--- src/rtl/dmem_port_arbiter_if.sv ---
// Bundle of the cpu MEM-stage port, the debug/loader port and the data-memory port.
// slave = arbiter view, master = requester/memory-model view.
interface dmem_port_arbiter_if #(
  parameter int unsigned ADDR_W = 32,
  parameter int unsigned DATA_W = 32
);
  logic              cpu_req;
  logic              cpu_we;
  logic [ADDR_W-1:0] cpu_addr;
  logic [DATA_W-1:0] cpu_wdata;
  logic [DATA_W-1:0] cpu_rdata;
  logic              cpu_stall;

  logic              dbg_req;
  logic              dbg_we;
  logic [ADDR_W-1:0] dbg_addr;
  logic [DATA_W-1:0] dbg_wdata;
  logic [DATA_W-1:0] dbg_rdata;
  logic              dbg_ack;

  logic              mem_en;
  logic              mem_we;
  logic [ADDR_W-1:0] mem_addr;
  logic [DATA_W-1:0] mem_wdata;
  logic [DATA_W-1:0] mem_rdata;

  modport slave (
    input  cpu_req, cpu_we, cpu_addr, cpu_wdata,
    output cpu_rdata, cpu_stall,
    input  dbg_req, dbg_we, dbg_addr, dbg_wdata,
    output dbg_rdata, dbg_ack,
    output mem_en, mem_we, mem_addr, mem_wdata,
    input  mem_rdata
  );

  modport master (
    output cpu_req, cpu_we, cpu_addr, cpu_wdata,
    input  cpu_rdata, cpu_stall,
    output dbg_req, dbg_we, dbg_addr, dbg_wdata,
    input  dbg_rdata, dbg_ack,
    input  mem_en, mem_we, mem_addr, mem_wdata,
    output mem_rdata
  );
endinterface

--- src/rtl/dmem_port_arbiter.sv ---
// Shares a single-port fixed-latency data memory between the cpu MEM stage and a
// debug/loader port; cpu has priority, a starvation counter guarantees dbg progress.
module dmem_port_arbiter #(
  parameter int unsigned ADDR_W       = 32,
  parameter int unsigned DATA_W       = 32,
  parameter int unsigned MEM_LAT      = 1,
  parameter int unsigned STARVE_LIMIT = 4
) (
  input  logic                clk,
  input  logic                reset,
  dmem_port_arbiter_if.slave  bus
);

  localparam int unsigned LAT_W    = (MEM_LAT > 1) ? $clog2(MEM_LAT) : 1;
  localparam int unsigned STARVE_W = $clog2(STARVE_LIMIT + 1);
  localparam logic [LAT_W-1:0]    LAT_LAST   = LAT_W'(MEM_LAT - 1);
  localparam logic [STARVE_W-1:0] STARVE_MAX = STARVE_W'(STARVE_LIMIT);

  typedef enum logic [1:0] {
    IDLE   = 2'd0,
    ACCESS = 2'd1,
    DONE   = 2'd2
  } state_t;

  typedef struct packed {
    logic              we;
    logic [ADDR_W-1:0] addr;
    logic [DATA_W-1:0] wdata;
  } req_t;

  state_t              state;
  logic [LAT_W-1:0]    lat_cnt;
  logic [STARVE_W-1:0] starve_cnt;
  logic                owner_dbg;

  logic                mem_en_q;
  logic                mem_we_q;
  logic [ADDR_W-1:0]   mem_addr_q;
  logic [DATA_W-1:0]   mem_wdata_q;
  logic [DATA_W-1:0]   cpu_rdata_q;
  logic [DATA_W-1:0]   dbg_rdata_q;
  logic                cpu_done_q;
  logic                dbg_ack_q;

  logic                dbg_win;
  req_t                cpu_pkt;
  req_t                dbg_pkt;
  req_t                grant_pkt;

  // dbg wins only when cpu is absent or dbg has been starved long enough
  always_comb begin
    dbg_win   = bus.dbg_req & (~bus.cpu_req | (starve_cnt == STARVE_MAX));
    cpu_pkt   = '{we: bus.cpu_we, addr: bus.cpu_addr, wdata: bus.cpu_wdata};
    dbg_pkt   = '{we: bus.dbg_we, addr: bus.dbg_addr, wdata: bus.dbg_wdata};
    grant_pkt = dbg_win ? dbg_pkt : cpu_pkt;
  end

  always_ff @(posedge clk) begin
    if (reset) begin
      state       <= IDLE;
      lat_cnt     <= '0;
      starve_cnt  <= '0;
      owner_dbg   <= 1'b0;
      mem_en_q    <= 1'b0;
      mem_we_q    <= 1'b0;
      mem_addr_q  <= '0;
      mem_wdata_q <= '0;
      cpu_rdata_q <= '0;
      dbg_rdata_q <= '0;
      cpu_done_q  <= 1'b0;
      dbg_ack_q   <= 1'b0;
    end else begin
      mem_en_q   <= 1'b0;
      cpu_done_q <= 1'b0;
      dbg_ack_q  <= 1'b0;
      unique case (state)
        IDLE: begin
          if (!bus.dbg_req) starve_cnt <= '0;
          if (bus.cpu_req || bus.dbg_req) begin
            state       <= ACCESS;
            owner_dbg   <= dbg_win;
            lat_cnt     <= '0;
            mem_en_q    <= 1'b1;
            mem_we_q    <= grant_pkt.we;
            mem_addr_q  <= grant_pkt.addr;
            mem_wdata_q <= grant_pkt.wdata;
            if (dbg_win) begin
              starve_cnt <= '0;
            end else if (bus.dbg_req && (starve_cnt != STARVE_MAX)) begin
              starve_cnt <= starve_cnt + STARVE_W'(1);
            end
          end
        end
        ACCESS: begin
          // read data is captured for writes too; the requester ignores it
          if (lat_cnt == LAT_LAST) begin
            state <= DONE;
            if (owner_dbg) begin
              dbg_ack_q   <= 1'b1;
              dbg_rdata_q <= bus.mem_rdata;
            end else begin
              cpu_done_q  <= 1'b1;
              cpu_rdata_q <= bus.mem_rdata;
            end
          end else begin
            lat_cnt <= lat_cnt + LAT_W'(1);
          end
        end
        DONE: begin
          // no re-grant here: cpu_req is still high while the pipeline advances
          state <= IDLE;
        end
        default: begin
          state <= IDLE;
        end
      endcase
    end
  end

  assign bus.mem_en    = mem_en_q;
  assign bus.mem_we    = mem_we_q;
  assign bus.mem_addr  = mem_addr_q;
  assign bus.mem_wdata = mem_wdata_q;
  assign bus.cpu_rdata = cpu_rdata_q;
  assign bus.dbg_rdata = dbg_rdata_q;
  assign bus.dbg_ack   = dbg_ack_q;
  assign bus.cpu_stall = bus.cpu_req & ~cpu_done_q;

endmodule

--- src/flat_wrapper.sv ---
// flat-port wrapper written by rule: the top's interface ports become plain ports
module dmem_port_arbiter_flat 
#(
  parameter int unsigned ADDR_W       = 32,
  parameter int unsigned DATA_W       = 32,
  parameter int unsigned MEM_LAT      = 1,
  parameter int unsigned STARVE_LIMIT = 4
)
  (clk, reset, bus_cpu_req, bus_cpu_we, bus_cpu_addr, bus_cpu_wdata, bus_cpu_rdata, bus_cpu_stall, bus_dbg_req, bus_dbg_we, bus_dbg_addr, bus_dbg_wdata, bus_dbg_rdata, bus_dbg_ack, bus_mem_en, bus_mem_we, bus_mem_addr, bus_mem_wdata, bus_mem_rdata);
  dmem_port_arbiter_if #(.ADDR_W(ADDR_W), .DATA_W(DATA_W)) bus_i ();
  input  logic clk;
  input  logic reset;
  input wire logic [$bits(bus_i.cpu_req)-1:0] bus_cpu_req;
  input wire logic [$bits(bus_i.cpu_we)-1:0] bus_cpu_we;
  input wire logic [$bits(bus_i.cpu_addr)-1:0] bus_cpu_addr;
  input wire logic [$bits(bus_i.cpu_wdata)-1:0] bus_cpu_wdata;
  output wire logic [$bits(bus_i.cpu_rdata)-1:0] bus_cpu_rdata;
  output wire logic [$bits(bus_i.cpu_stall)-1:0] bus_cpu_stall;
  input wire logic [$bits(bus_i.dbg_req)-1:0] bus_dbg_req;
  input wire logic [$bits(bus_i.dbg_we)-1:0] bus_dbg_we;
  input wire logic [$bits(bus_i.dbg_addr)-1:0] bus_dbg_addr;
  input wire logic [$bits(bus_i.dbg_wdata)-1:0] bus_dbg_wdata;
  output wire logic [$bits(bus_i.dbg_rdata)-1:0] bus_dbg_rdata;
  output wire logic [$bits(bus_i.dbg_ack)-1:0] bus_dbg_ack;
  output wire logic [$bits(bus_i.mem_en)-1:0] bus_mem_en;
  output wire logic [$bits(bus_i.mem_we)-1:0] bus_mem_we;
  output wire logic [$bits(bus_i.mem_addr)-1:0] bus_mem_addr;
  output wire logic [$bits(bus_i.mem_wdata)-1:0] bus_mem_wdata;
  input wire logic [$bits(bus_i.mem_rdata)-1:0] bus_mem_rdata;
  assign bus_i.cpu_req = bus_cpu_req;
  assign bus_i.cpu_we = bus_cpu_we;
  assign bus_i.cpu_addr = bus_cpu_addr;
  assign bus_i.cpu_wdata = bus_cpu_wdata;
  assign bus_cpu_rdata = bus_i.cpu_rdata;
  assign bus_cpu_stall = bus_i.cpu_stall;
  assign bus_i.dbg_req = bus_dbg_req;
  assign bus_i.dbg_we = bus_dbg_we;
  assign bus_i.dbg_addr = bus_dbg_addr;
  assign bus_i.dbg_wdata = bus_dbg_wdata;
  assign bus_dbg_rdata = bus_i.dbg_rdata;
  assign bus_dbg_ack = bus_i.dbg_ack;
  assign bus_mem_en = bus_i.mem_en;
  assign bus_mem_we = bus_i.mem_we;
  assign bus_mem_addr = bus_i.mem_addr;
  assign bus_mem_wdata = bus_i.mem_wdata;
  assign bus_i.mem_rdata = bus_mem_rdata;
  dmem_port_arbiter #(.ADDR_W(ADDR_W), .DATA_W(DATA_W), .MEM_LAT(MEM_LAT), .STARVE_LIMIT(STARVE_LIMIT)) u_core (.clk(clk), .reset(reset), .bus(bus_i));
endmodule
--- config.mk ---
export PLATFORM = sky130hd
export DESIGN_NAME = dmem_port_arbiter_flat
export DESIGN_NICKNAME = d
export VERILOG_FILES = /design/src/rtl/dmem_port_arbiter_if.sv /design/src/rtl/dmem_port_arbiter.sv /design/src/flat_wrapper.sv
export SDC_FILE = /design/constraint.sdc
export NUM_CORES = 1
export LEC_CHECK = 0
export BUFFER_PORTS_ARGS = -buffer_cell sky130_fd_sc_hd__buf_2
export CORE_AREA = 2 2 117 119
export CTS_CLUSTER_DIAMETER = 120
export DETAILED_ROUTE_END_ITERATION = 10
export DIE_AREA = 0 0 119 121
export GPL_ROUTABILITY_DRIVEN = 0
export PLACE_DENSITY = 0.83
export SETUP_SLACK_MARGIN = 0.02
export SLEW_MARGIN = 40
export SYNTH_ARGS = -nofsm -noshare
export SYNTH_HDL_FRONTEND = slang
export SYNTH_SLANG_ARGS = --single-unit
--- constraint.sdc ---
create_clock -name clk -period 3.9 [get_ports clk]
set_input_delay 0.195 -clock clk [delete_from_list [all_inputs] [get_ports clk]]
set_output_delay 0.195 -clock clk [all_outputs]
set_load 0.05 [all_outputs]
==> out/qor.txt <==
f_max: 0.4698 GHz
Setup TNS Final: 0 ps
syn avg cell area: 7.976 µm²
Hold WS: 33.19 ps
GRT Residual Overflow: 0
Worst Tran Pin Value: 814.2 ps
Placeable Area: 13090 µm²
Die H: 121 µm
Crit Path Class: register to register
Cell Area, Synth: 5623 µm²
RSZ-0062 raised after global routing: no
CP Launch Point: u_core.starve_cnt[0]
drt first pass iters: 5
largest net degree at the start of global routing: 69
Worst Path Max Fanout: 33
PD cells: 522.9 nW/µm²
Min-Delay Startpoint: bus_mem_rdata[15]
nets: 1124
Cells after Synth: 705
post-synthesis mux area share: 0%
Skew-Pair Late Insertion Delay: 410 ps
Final HPWL DP: 12.19 mm
GRT Total Usage: 24.28%
Die W: 119 µm
Final Hold Vio Count: 0
post-synthesis xor/xnor area fraction: 0%
Root Driver: clkbuf_16
Post-CTS Hold Fix Bufs: 0
largest family of logic cells by synthesized area: simple AND/OR/NAND/NOR gates
Synth Area in Adders: 0.4450%
reg-to-reg startpoint: u_core.starve_cnt[0]
Tot Pwr: 0.004058 W
area share of and/or/nand/nor cells after synthesis: 24.12%
CP required: 4170 ps
vias in the first global route: 5820
routed length per instance: 15.83 µm
Worst Clk Skew: 10.03 ps
post-placement cell area: 7114 µm²
Initial Utilization: 42.97%
Synth Warn #: 0
Mapped Nets: 873
Yosys top cell area share: 49.13%
area of the multi-input gates: 2521 µm²
Seq cells post-synth: 138
CP Launch Type: register
Synth area leader: dfxtp_1
# H-tree levels: 4
Max Slew Vio Count: 0
Rows: 42
Via Count: 6293
first-pass GRT wire length: 28.28 mm
Remaining DRCs: 0
Port Buffers: 297
CTS clk-pin slew, worst paths: 60 ps
Peak VDD IR: 0.0002522 V
LEAKAGE: 3.373 nW
total wire length: 18.14 mm
Worst EP arrival: 2400 ps
Fill cells: 1208
post-synthesis compound-gate area fraction: 19.56%
Bufs on Longest Clock Path: 2
CTS tree: yes
Reg area: 2763 µm²
max_slew headroom: 45.59%
share of cells above drive strength 1: 36.22%
Critical Path End Type: register
Finish-stage setup viols: 0
# resized after CTS: 0
post-synthesis sequential area ratio: 49.13%
post-synth cell types: 28
max-cap violations: 0
Die Area: 14400 µm²
postcts setup bufs: 0
Final Cycle Share: 54.58%
Synth area leaders: dfxtp_1, nand2_1, nand4_1
Avg Vias per Cell: 5.491
HP Class: input pin to register
I/O pin count: 298
CTS Sinks: 138
post-route minimum period: 2129 ps
post-route cell area: 7761 µm²
DRT antenna net count: 0
initial antenna violation count: 1
total CTS buffers: 17
outcome: completed
synth-to-layout area growth: 38.03%
Iteration-0 DRC Markers: 478
==> where the power goes <==
group | switching, W | total, W | leakage (nW) | internal [W]
sequential | 0.0000454 | 0.00154 | 1.13 | 0.00150
clock | 0.000603 | 0.00173 | 0.311 | 0.00112
combinational | 0.000575 | 0.000789 | 1.93 | 0.000214
total | 0.00122 | 0.00406 | 3.37 | 0.00284
==> synthesized netlist by cell type <==
master,n
buf_1,4
inv_1,2
nand4b_1,1
nor3b_2,2
a31oi_1,65
nand3_1,67
and3b_1,1
buf_2,36
o21ai_1,67
nor2b_1,1
a21oi_1,68
nor2_1,3
nand2_1,131
ha_1,2
nor2_2,1
buf_6,2
or3b_1,1
a21boi_0,1
nor4bb_1,1
buf_4,2
nor3b_1,1
nor3_1,2
nand4_1,66
nand3b_1,1
clkbuf_1,37
or2_1,1
a21bo_1,1
dfxtp_1,138
==> cell type report <==
| type | count | share of cell area, % |
|---|---|---|
| repair buffers | 313 | 20.73 |
| multi-input cells | 484 | 32.48 |
| diodes | 1 | 0.03224 |
| inverters | 2 | 0.09673 |
| clock inverters | 10 | 2.112 |
| well taps | 176 | 2.837 |
| clock buffers | 22 | 6.110 |
| flip-flops and latches | 138 | 35.60 |
==> state kept, by name, summed over array words and instances, names as in the netlist <==
signal,cells
u_core.bus.cpu_rdata,32
u_core.bus.dbg_rdata,32
u_core.bus.mem_addr,32
u_core.bus.mem_wdata,32
u_core.starve_cnt,3
u_core.state,2
u_core.bus.dbg_ack,1
u_core.bus.mem_en,1
u_core.bus.mem_we,1
u_core.cpu_done_q,1
u_core.owner_dbg,1
==> final timing paths <==
kind	cells past startpoint	slack [ps]	end
worst max-delay path	6	1770	u_core.bus.mem_addr[31]
worst min register to register	2	450	u_core.bus.dbg_rdata[22]
worst min-delay path	3	30	u_core.bus.cpu_rdata[15]
worst max register to register	6	1770	u_core.bus.mem_addr[31]
==> per-stage QoR <==
stage / instances / util [%] / worst slack (ps)
3_5_place_dp: 1113 / 54.37 / 1818
4_1_cts: 1145 / 59.25 / 1813
6_report: 1146 / 59.31 / 1771
5_1_grt: 1146 / 59.31 / 1593
3_3_place_gp: 1113 / 54.34 / 1852
2_1_floorplan: 705 / - / 2165
==> cell families after synthesis <==
kind of cell	count (synthesis)
AO/OA/AOI/OAI	202
flip-flops	138
AND/OR/NAND/NOR	280
adder cells (fa/ha/maj)	2
buffers and inverters	83
==> layout by cell type, fill, tap and decap left out, types with 2 or more instances in the layout <==
| master | synthesis | routed |
|---|---|---|
| ha_1 | 2 | 2 |
| a21oi_1 | 68 | 68 |
| clkbuf_1 | 37 | 2 |
| o21ai_1 | 67 | 67 |
| buf_2 | 36 | 296 |
| nor2_4 | 0 | 2 |
| clkinv_4 | 0 | 2 |
| nor2_1 | 3 | 2 |
| buf_4 | 2 | 17 |
| clkbuf_8 | 0 | 3 |
| nor3b_4 | 0 | 2 |
| nand4_1 | 66 | 66 |
| clkbuf_16 | 0 | 17 |
| nor3_1 | 2 | 2 |
| inv_1 | 2 | 2 |
| bufinv_16 | 0 | 4 |
| clkinv_2 | 0 | 2 |
| nand2_1 | 131 | 131 |
| nand3_1 | 67 | 66 |
| a31oi_1 | 65 | 65 |
| dfxtp_1 | 138 | 138 |
==> worst max-delay path, stage by stage (launching register included) <==
cell and delay (ps):
dfxtp_1 320, inv_1 70, ha_1 250, nand3_2 600, buf_4 500, nand4_1 150, a31oi_1 80
==> routing by layer <==
| layer | up-vias | part of all wire (%) | global-route usage (%) |
|---|---|---|---|
| li1 | 3051 | - | - |
| met1 | 2858 | 41 | 29.46 |
| met2 | 329 | 47 | 39.48 |
| met3 | 55 | 8.2 | 6.861 |
| met4 | 0 | 3.5 | 12.20 |
| met5 | - | 0 | 0 |
Note: power is estimated with default switching activity, not from simulation.
